[src/rtl/edge_window_generator.sv]
// Raster binary-pixel 3x3 window builder: two line buffers plus a 3-column shift window; window registered 1 cycle after its last pixel.
// No backpressure (pixels accepted whenever in_valid); WINDOW_COORD_EN adds registered centre coordinates out_cx/out_cy.
module edge_window_generator #(
  parameter int IMG_WIDTH  = 8,
  parameter int IMG_HEIGHT = 8
) (
  input  logic       clk,
  input  logic       rst,
  input  logic       in_valid,
  input  logic       in_pixel,
  output logic       out_valid,
  output logic [8:0] neighbors_state,
  output logic       frame_done
`ifdef WINDOW_COORD_EN
  ,
  output logic [$clog2(IMG_WIDTH)-1:0]  out_cx,
  output logic [$clog2(IMG_HEIGHT)-1:0] out_cy
`endif
);

  localparam int CW = $clog2(IMG_WIDTH);
  localparam int RW = $clog2(IMG_HEIGHT);
  localparam logic [CW-1:0] COL_LAST = CW'(IMG_WIDTH - 1);
  localparam logic [RW-1:0] ROW_LAST = RW'(IMG_HEIGHT - 1);

  logic [CW-1:0]        col_q, col_d;
  logic [RW-1:0]        row_q, row_d;
  logic [IMG_WIDTH-1:0] lb1_q, lb1_d, lb2_q, lb2_d;
  logic [2:0]           sh1_q, sh1_d, sh2_q, sh2_d, new_col;
  logic [8:0]           win, ns_q, ns_d;
  logic                 ov_q, ov_d, fd_q, fd_d;
`ifdef WINDOW_COORD_EN
  logic [CW-1:0]        cx_q, cx_d;
  logic [RW-1:0]        cy_q, cy_d;
`endif

  // Columns are packed {top, mid, bottom}; sh1 is the column left of the incoming one, sh2 two left.
  always_comb begin
    col_d   = col_q;
    row_d   = row_q;
    lb1_d   = lb1_q;
    lb2_d   = lb2_q;
    sh1_d   = sh1_q;
    sh2_d   = sh2_q;
    ov_d    = 1'b0;
    fd_d    = 1'b0;
    ns_d    = ns_q;
`ifdef WINDOW_COORD_EN
    cx_d    = cx_q;
    cy_d    = cy_q;
`endif
    new_col = {lb2_q[col_q], lb1_q[col_q], in_pixel};
    win     = {sh1_q[1], sh2_q[1], sh2_q[0], sh1_q[0], new_col[0],
               new_col[1], new_col[2], sh1_q[2], sh2_q[2]};

    if (in_valid) begin
      lb1_d[col_q] = in_pixel;
      lb2_d[col_q] = lb1_q[col_q];
      sh2_d        = sh1_q;
      sh1_d        = new_col;

      if (col_q == COL_LAST) begin
        col_d = '0;
        row_d = (row_q == ROW_LAST) ? '0 : row_q + RW'(1);
      end else begin
        col_d = col_q + CW'(1);
      end

      // Columns 0-1 of each row only prime the shift window, so no window crosses a line boundary.
      if (col_q >= CW'(2) && row_q >= RW'(2)) begin
        ov_d = 1'b1;
        ns_d = win;
`ifdef WINDOW_COORD_EN
        cx_d = col_q - CW'(1);
        cy_d = row_q - RW'(1);
`endif
      end

      fd_d = (col_q == COL_LAST) && (row_q == ROW_LAST);
    end
  end

  always_ff @(posedge clk or negedge rst) begin
    if (!rst) begin
      col_q <= '0;
      row_q <= '0;
      sh1_q <= '0;
      sh2_q <= '0;
      ov_q  <= 1'b0;
      fd_q  <= 1'b0;
      ns_q  <= '0;
`ifdef WINDOW_COORD_EN
      cx_q  <= '0;
      cy_q  <= '0;
`endif
    end else begin
      col_q <= col_d;
      row_q <= row_d;
      sh1_q <= sh1_d;
      sh2_q <= sh2_d;
      ov_q  <= ov_d;
      fd_q  <= fd_d;
      ns_q  <= ns_d;
`ifdef WINDOW_COORD_EN
      cx_q  <= cx_d;
      cy_q  <= cy_d;
`endif
    end
  end

  // Rows 0-1 are rewritten every frame before any window reads them, so no reset is needed.
  always_ff @(posedge clk) begin
    lb1_q <= lb1_d;
    lb2_q <= lb2_d;
  end

  assign out_valid       = ov_q;
  assign neighbors_state = ns_q;
  assign frame_done      = fd_q;
`ifdef WINDOW_COORD_EN
  assign out_cx          = cx_q;
  assign out_cy          = cy_q;
`endif

endmodule
[config.mk]
export PLATFORM = sky130hd
export DESIGN_NAME = edge_window_generator
export DESIGN_NICKNAME = d
export VERILOG_FILES = /design/src/rtl/edge_window_generator.sv
export SDC_FILE = /design/constraint.sdc
export NUM_CORES = 1
export LEC_CHECK = 0
export CAP_MARGIN = 15
export CORE_MARGIN = 8
export CORE_UTILIZATION = 25
export DETAILED_ROUTE_END_ITERATION = 16
export GPL_TIMING_DRIVEN = 1
export PLACE_DENSITY = 0.48
export RECOVER_POWER = 50
export SYNTH_ARGS = -nofsm -noshare
export SYNTH_HDL_FRONTEND = slang
export SYNTH_SLANG_ARGS = --single-unit
[constraint.sdc]
create_clock -name clk -period 4.8 [get_ports clk]
set_input_delay 0.48 -clock clk [delete_from_list [all_inputs] [get_ports clk]]
set_output_delay 0.48 -clock clk [all_outputs]
set_load 0.02 [all_outputs]
# Yosys cells after proc, flatten, opt, wreduce, memory -nomap -nowiden
# Cells that the tools add are included.
# word_totals
ff_bits	39
latch_bits	0
ramBits	0
mem_bits_ro	0
inputBits	4
out_inout_bits	11
word_cells	35
n_memories	0
# op_classes
add_sub_neg	2
n_mul	0
div_mod_pow	0
magnitude_cmp	4
eq_ne	2
shifts	0
n_mux	13
bitwise	0
reduce_logical	5
# op_table
operator	n
bitwise mux 8 bit	2
adder 3 x 1 -> 3 bit (second input constant)	2
binary-select mux 1 bit (select 3 bit)	2
equality test 3 bit (second input constant)	2
greater-or-equal comparator 3 x 2 -> 1 bit (second input constant)	2
2-to-1 mux 1 bit	6
2-to-1 mux 3 bit	2
less-than comparator 3 x 4 -> 1 bit (second input constant)	1
AND reduction 2 bit	2
demux 1 bit (select 3 bit)	1
greater-or-equal comparator 3 x 1 -> 1 bit (second input constant)	1
logical AND 1 bit	3

# Longest topological paths before layout
# Gate-level depths: netlist (run 1).
# logic_depth
depth_word	5
mapped_depth	5
depth_no_buf	5

# Worst setup path before layout (run 1)
# Ideal clock, no wire load.
# synth_timing
path_kind	register to register
startpoint	register col_q[0]
endpoint	register ns_q[3], in the netlist neighbors_state[3]
setup_time_ps	125
arrival_ps	1627
t_required_ps	4675
setup_slack_ps	3048
path_stages_with_launch	5
path_buffers	1
synth_period_minus_slack_ps	1752
cell_sequence	dfrtp_1 -> buf_6 -> mux2_4 -> mux4_2 -> mux2_4
# synth_between
elab_cells_between_ends	5
classes_between	1 x order compare; 2 x mux; 2 x reduce/logical
# synth_rtl
item	line	text
from (decl)	26	logic [CW-1:0] col_q, col_d;
from (signal assigned)	97	col_q <= col_d;
binary-select mux 1 bit (select 3 bit)	52	new_col = {lb2_q[col_q], lb1_q[col_q], in_pixel};
2-to-1 mux 1 bit (implied by the code)	52	
net new_col[1]	29	logic [2:0] sh1_q, sh1_d, sh2_q, sh2_d, new_col;
to (signal assigned)	103	ns_q <= ns_d;
to (decl)	30	logic [8:0] win, ns_q, ns_d;
# The timed path passes the listed nets, and every way through them passes these cells. The select of a mux whose other input is x is not followed.
# A chain may end at the register's enable or synchronous reset.

# Final worst setup path (run 1)
# layout_timing
startpoint	input port in_valid
endpoint	register ns_q[1], in the netlist neighbors_state[1]
# layout_between
elab_chain_cells	1
# layout_rtl
item	line	text
from (decl)	9	input logic in_valid,
AND reduction 2 bit (no line)	n/a	
# Every way passes these cells.

==> impl_results.md, run 1 <==
* Final setup TNS at 0 ns
* Core Util, Final at between 30% and 40%
* Slew margin rel. at 25.4%
* Drt pass-1 iters at 4
* Setup Skew at 0.00750 ns
* Routed vias at 880
* Worst hold slack at 0.438 ns
* FF-to-FF End: neighbors_state[3]
* Sequential element share of the synthesized area at 65.4%
* Commonest non-fill, non-tap cell in the layout: dfrtp_1
* DR iter-0 viols at 42
* Post-Synthesis Cells at between 100 and 150
* Worst Tran Pin Value at 1.12 ns
* Placed Area at approximately 1800 sq um
* Synth unique cells at 22
* Leak at a little under 0.0008 uW
* Vias in the first global route at 960
* Hold Buf Count CTS at 0
* Mapped Avg Cell Area at between 15 and 20 sq um
* Root buf cell: clkbuf_8
* GP Congestion at 0.679
* Global route total overflow at 0
* Synth warnings at 0
* Global-route wire length before repair at 4.54 mm
* Synthesized area at 1610 sq um
* Clock transition at path regs at about 0.080 ns
* Setup Crit Path Kind: in -> reg
* GRT Overall Usage at roughly 6.5%
* Max-Cap Viols at 0
* CTS tree: built
* Final wirelength at 2.82 mm
* PortBufs at 14
* Storage element area at around 1100 sq um
* Crit Path Max Fanout at 15
* Multi-input gate area at around 530 sq um
* CP required at approximately 5.0 ns
* TritonCTS buffer count at 5
* Post-Syn Nets at 112
* P&R area growth vs syn at 21.1%
* Dpl hpwl at just under 2 mm
* Post-CTS resize count at 0
* Fill cells at 641
* Fmax at 431 MHz
* Final cell count without fillers at a little under 200
* I/O Pins at 15
* Placeable Area at 6310 sq um
* Bufs on Longest Clock Path at 2
* Most frequent cells in the layout: dfrtp_1 (23), edfxtp_1 (16), mux2_2 (15)
* Clock Latency Late Sink at around 0.28 ns
* Largest net degree at the start of global routing at 24
* FP Rows at 29
* # Post-CTS Setup Buffers at 0
* Minimum clock period at 2.32 ns
* Initial antenna violation count at 0
* FF-to-FF Start: col_q[0]
* CP startpoint kind: primary input
* Status: finished, final reports clean
* Die width at 96.4 um
* Worst EP arrival at 2.49 ns
* Reg2Reg Depth at 3
* ANT nets after route at 0
* Setup violations, final at 0
* Die area at 9280 sq um
* Antenna diodes at 0
* Hold Vio Cnt, Final at 0
* H-tree depth at 2
* Nets at 130
* Endpoint class of the critical path: flop
* DRC violations left at 0
* Worst vdd ir at 0.000282 V
* Worst R2R Setup Slack at 2.73 ns
* Design area at roughly 2000 sq um
* DR vias/cell at 4.42
* Hold Crit Class: in -> async
* Post-DR wirelength/cell at 14.2 um
* Unrepaired setup endpoints after global routing: no
* Layout cells sized above 1 at 24.6%
* Initial core utilization at 25.6%
* Final worst-path cycle share at 48.3%
* FF+latch count, synth at 39
* P per Cell Area at 639 nW/um^2
* Cells after DPL at 190
* Die Ht at 96.4 um
* Slew Limit Fails at 0
* Clk sinks at 39
==> Yosys cell counts (all sizes together) <==
library cell | count | area [sq um]
dfrtp | 23 | 576
mux2 | 20 | 244
edfxtp | 16 | 480
nor2 | 8 | 32.5
ha | 5 | 62.6
mux2i | 4 | 40.0
nand2 | 4 | 15.0
nor3 | 4 | 20.0
o21ai | 4 | 20.0
clkbuf | 3 | 11.3
nand2b | 3 | 18.8
mux4 | 2 | 45.0
a21o | 1 | 7.51
a21oi | 1 | 5.00
and3 | 1 | 6.26
buf | 1 | 11.3
inv | 1 | 3.75
o31ai | 1 | 7.51
or2b | 1 | 7.51
==> worst max-delay path: stages <==
cell and delay (ns):
dlygate4sd3_1 0.93, o21ai_1 0.23, nor2_2 0.45, mux2_2 0.40
==> worst max path at each step <==
| stage | start | to | slack, ns | depth (start not counted) |
|---|---|---|---|---|
| after detailed placement | in_valid | neighbors_state[1] | 2.22 | 4 |
| after CTS | in_valid | neighbors_state[1] | 2.53 | 4 |
| after global routing | in_valid | neighbors_state[1] | 2.32 | 4 |
| after global placement | in_valid | neighbors_state[1] | 2.33 | 4 |
| after floorplan | col_q[0] | neighbors_state[3] | 3.05 | 4 |
| final | in_valid | neighbors_state[1] | 2.48 | 4 |
==> per-layer routing <==
layer	track usage (%)	vias to the layer above	wire length, um
met5	0	-	0
met4	3.40	0	30
met3	2.34	2	137
met2	10.3	13	1420
met1	7.63	460	1230
li1	-	405	-
==> state kept, by name, indices dropped and copies added, names as in the netlist <==
register,count
col_q,3
frame_done,1
lb1_q,8
lb2_q,8
neighbors_state,9
out_valid,1
row_q,3
sh1_q,3
sh2_q,3
==> cells by family (layout without fill, tap and decap cells) <==
logic type,after synthesis,after routing,synth area share [%]
simple gates,21,21,6.20
mux,26,26,20.4
compound gates,7,7,2.48
flops,39,39,65.4
buf+inv,5,24,1.63
fa+ha+maj,5,5,3.88
==> final cells by class <==
type | count | share of cell area [%]
sequential | 39 | 54.0
multi-input combinational | 59 | 27.2
timing repair buffer | 15 | 7.36
clock buffer | 8 | 6.27
tap | 77 | 4.93
inverter | 1 | 0.192
==> power by group <==
group	switching, uW	internal (uW)
registers	91.5	470
clock network	110	166
logic	192	221
==> through the flow <==
| stage | worst slack, ns | power, uW |
|---|---|---|
| floorplan | 3.05 | 832 |
| global placement | 2.33 | 978 |
| detailed placement | 2.22 | 997 |
| CTS | 2.53 | 1280 |
| global route | 2.32 | 1330 |
| finish | 2.48 | 1250 |
Power figures use the tool's default switching activity.
==> run 2: changes to the inputs <==
PLACE_DENSITY = 0.5   (was 0.48)
clock period = 2.1 ns   (was 4.8 ns; I/O delays follow)
==> impl_results.md, run 2 (same netlist as run 1, synthesis figures left out) <==
* Status: finished, final reports clean
* Initial antenna violation count at 0 (unchanged)
* Global route total overflow at 0 (unchanged)
* Slew margin rel. at 15.0% (-10 points)
* Routed vias at 884 (+0.45%)
* Vias in the first global route at 982 (+2.3%)
* Setup Crit Path Kind: reg -> reg
* DR iter-0 viols at 50 (+19%)
* DRC violations left at 0 (unchanged)
* DR vias/cell at 4.40 (-0.55%)
* GRT Overall Usage at 7.03% (+0.50 points)
* Max reg flops at 9 (unchanged)
* P per Cell Area at 1470 nW/um^2 (+130%)
* GP Congestion at 0.744 (+9.5%)
* Die width at 96.4 um (unchanged)
* CTS tree: built
* Cells after DPL at 193 (+1.6%)
* Clk sinks at 39 (unchanged)
* Commonest non-fill, non-tap cell in the layout: dfrtp_1
* Largest net degree at the start of global routing at 24 (unchanged)
* Antenna diodes at 0 (unchanged)
* Leak at 0.000782 uW (-0.19%)
* Initial core utilization at 25.6% (unchanged)
* Endpoint class of the critical path: flop
* Die Ht at 96.4 um (unchanged)
* Dpl hpwl at 2.15 mm (+8.6%)
* Drt pass-1 iters at 4 (unchanged)
* Die area at 9280 sq um (unchanged)
* TritonCTS buffer count at 5 (unchanged)
* Slew Limit Fails at 0 (unchanged)
* Worst Tran Pin Value at 1.28 ns (+0.156 ns)
* Clock transition at path regs at 0.08 ns (about the same)
* Final cell count without fillers at 201 (+1.0%)
* Clock Latency Late Sink at 0.29 ns (about the same)
* PortBufs at 14 (unchanged)
* Unrepaired setup endpoints after global routing: no
* Hold Buf Count CTS at 0 (unchanged)
* Max-Cap Viols at 0 (unchanged)
* H-tree depth at 2 (unchanged)
* Nets at 132 (+1.5%)
* ANT nets after route at 0 (unchanged)
* Final wirelength at 2.96 mm (+4.7%)
* Design Power at 2870 uW (+130%)
* Worst EP arrival at 2.01 ns (-0.48 ns)
* Placeable Area at 6310 sq um (unchanged)
* CP required at 2.28 ns (-2.69 ns)
* Post-DR wirelength/cell at 14.7 um (+3.6%)
* Global-route wire length before repair at 4.97 mm (+9.4%)
* FP Rows at 29 (unchanged)
* P&R area growth vs syn at 21.4%
* Layout cells sized above 1 at 26.6% (+2.0 points)
* Final setup TNS at 0 ns (unchanged)
* I/O Pins at 15 (unchanged)
* Placed Area at 1850 sq um (+1.2%)
* Bufs on Longest Clock Path at 2 (unchanged)
* Minimum clock period at 1.83 ns
* Hold Vio Cnt, Final at 0 (unchanged)
* Post-CTS resize count at 0 (unchanged)
* Fmax at 547 MHz
* Final worst-path cycle share at 87.0%
* Design area at 1960 sq um (+0.26%)
* Crit Path Max Fanout at 10 (-5)
* Hold Crit Class: reg -> reg
* Most frequent cells in the layout: dfrtp_1 (23), edfxtp_1 (16), mux2_2 (15)
* Root buf cell: clkbuf_8
* Worst vdd ir at 0.000934 V (+230%)
* CP startpoint kind: flop
* Worst R2R Setup Slack at 0.27 ns (-2.46 ns)
* Setup Skew at 0.0102 ns (+0.00269 ns)
* Setup violations, final at 0 (unchanged)
* # Post-CTS Setup Buffers at 0 (unchanged)
-- run 2: cell types whose count changed in the layout (fill, tap and decap cells not counted), sizes merged --
cell           delta
clkinv            +2
bufinv            +1
buf               +2
clkdlybuf4s50     +3
dlygate4sd3       -3
clkbuf            -3
-- run 2: final timing paths --
| kind | startpoint | to | cells after the start |
|---|---|---|---|
| min | sh2_q[1] | sh2_q[1] | 1 |
| max in group asynchronous | rst | sh1_q[2] | 2 |
| min reg2reg | sh2_q[1] | sh2_q[1] | 1 |
| max | col_q[0] | neighbors_state[3] | 3 |
| max reg2reg | col_q[0] | neighbors_state[3] | 3 |
| min in group asynchronous | rst | sh1_q[1] | 2 |
-- run 2: area by class of cell --
| class | instances | area (sq um) |
|---|---|---|
| Clock inverter | 3 | 43.8 |
| Fill cell | 638 | 4350 |
| Timing Repair Buffer | 17 | 159 |
| Sequential cell | 39 | 1060 |
| Clock buffer | 5 | 68.8 |
| Tap cell | 77 | 96.3 |
| Multi-Input combinational cell | 59 | 532 |
| Inverter | 1 | 3.75 |
-- run 2: stage by stage --
step / util [%] / setup WS [ns] / hold slack, ns
after floorplan: - / 0.348 / -0.0856
after global placement: 29.3 / 0.318 / 0.482
after detailed placement: 29.3 / 0.281 / 0.498
after CTS: 31.1 / 0.271 / 0.275
after global routing: 31.0 / 0.208 / 0.534
final: 31.0 / 0.273 / 0.511
-- run 2: per-layer routing --
layer | global-route usage, % | share of wire [%] | vias to the layer above | wire length [um]
li1 | - | - | 414 | -
met1 | 8.26 | 46 | 447 | 1370
met2 | 11.4 | 47 | 19 | 1400
met3 | 3.12 | 5.3 | 4 | 157
met4 | 2.02 | 1.0 | 0 | 31
met5 | 0 | 0 | - | 0
-- run 2: power breakdown --
group / switching (uW) / total, uW / internal, uW
combinational: 467 / 988 / 521
sequential: 187 / 1260 / 1070
clock: 272 / 625 / 354
total: 925 / 2870 / 1950
-- run 2: critical path: stages, from the launching register on --
cell,delay (ns)
dfrtp_1,0.48
mux2_2,0.37
mux4_2,0.57
mux2_4,0.29
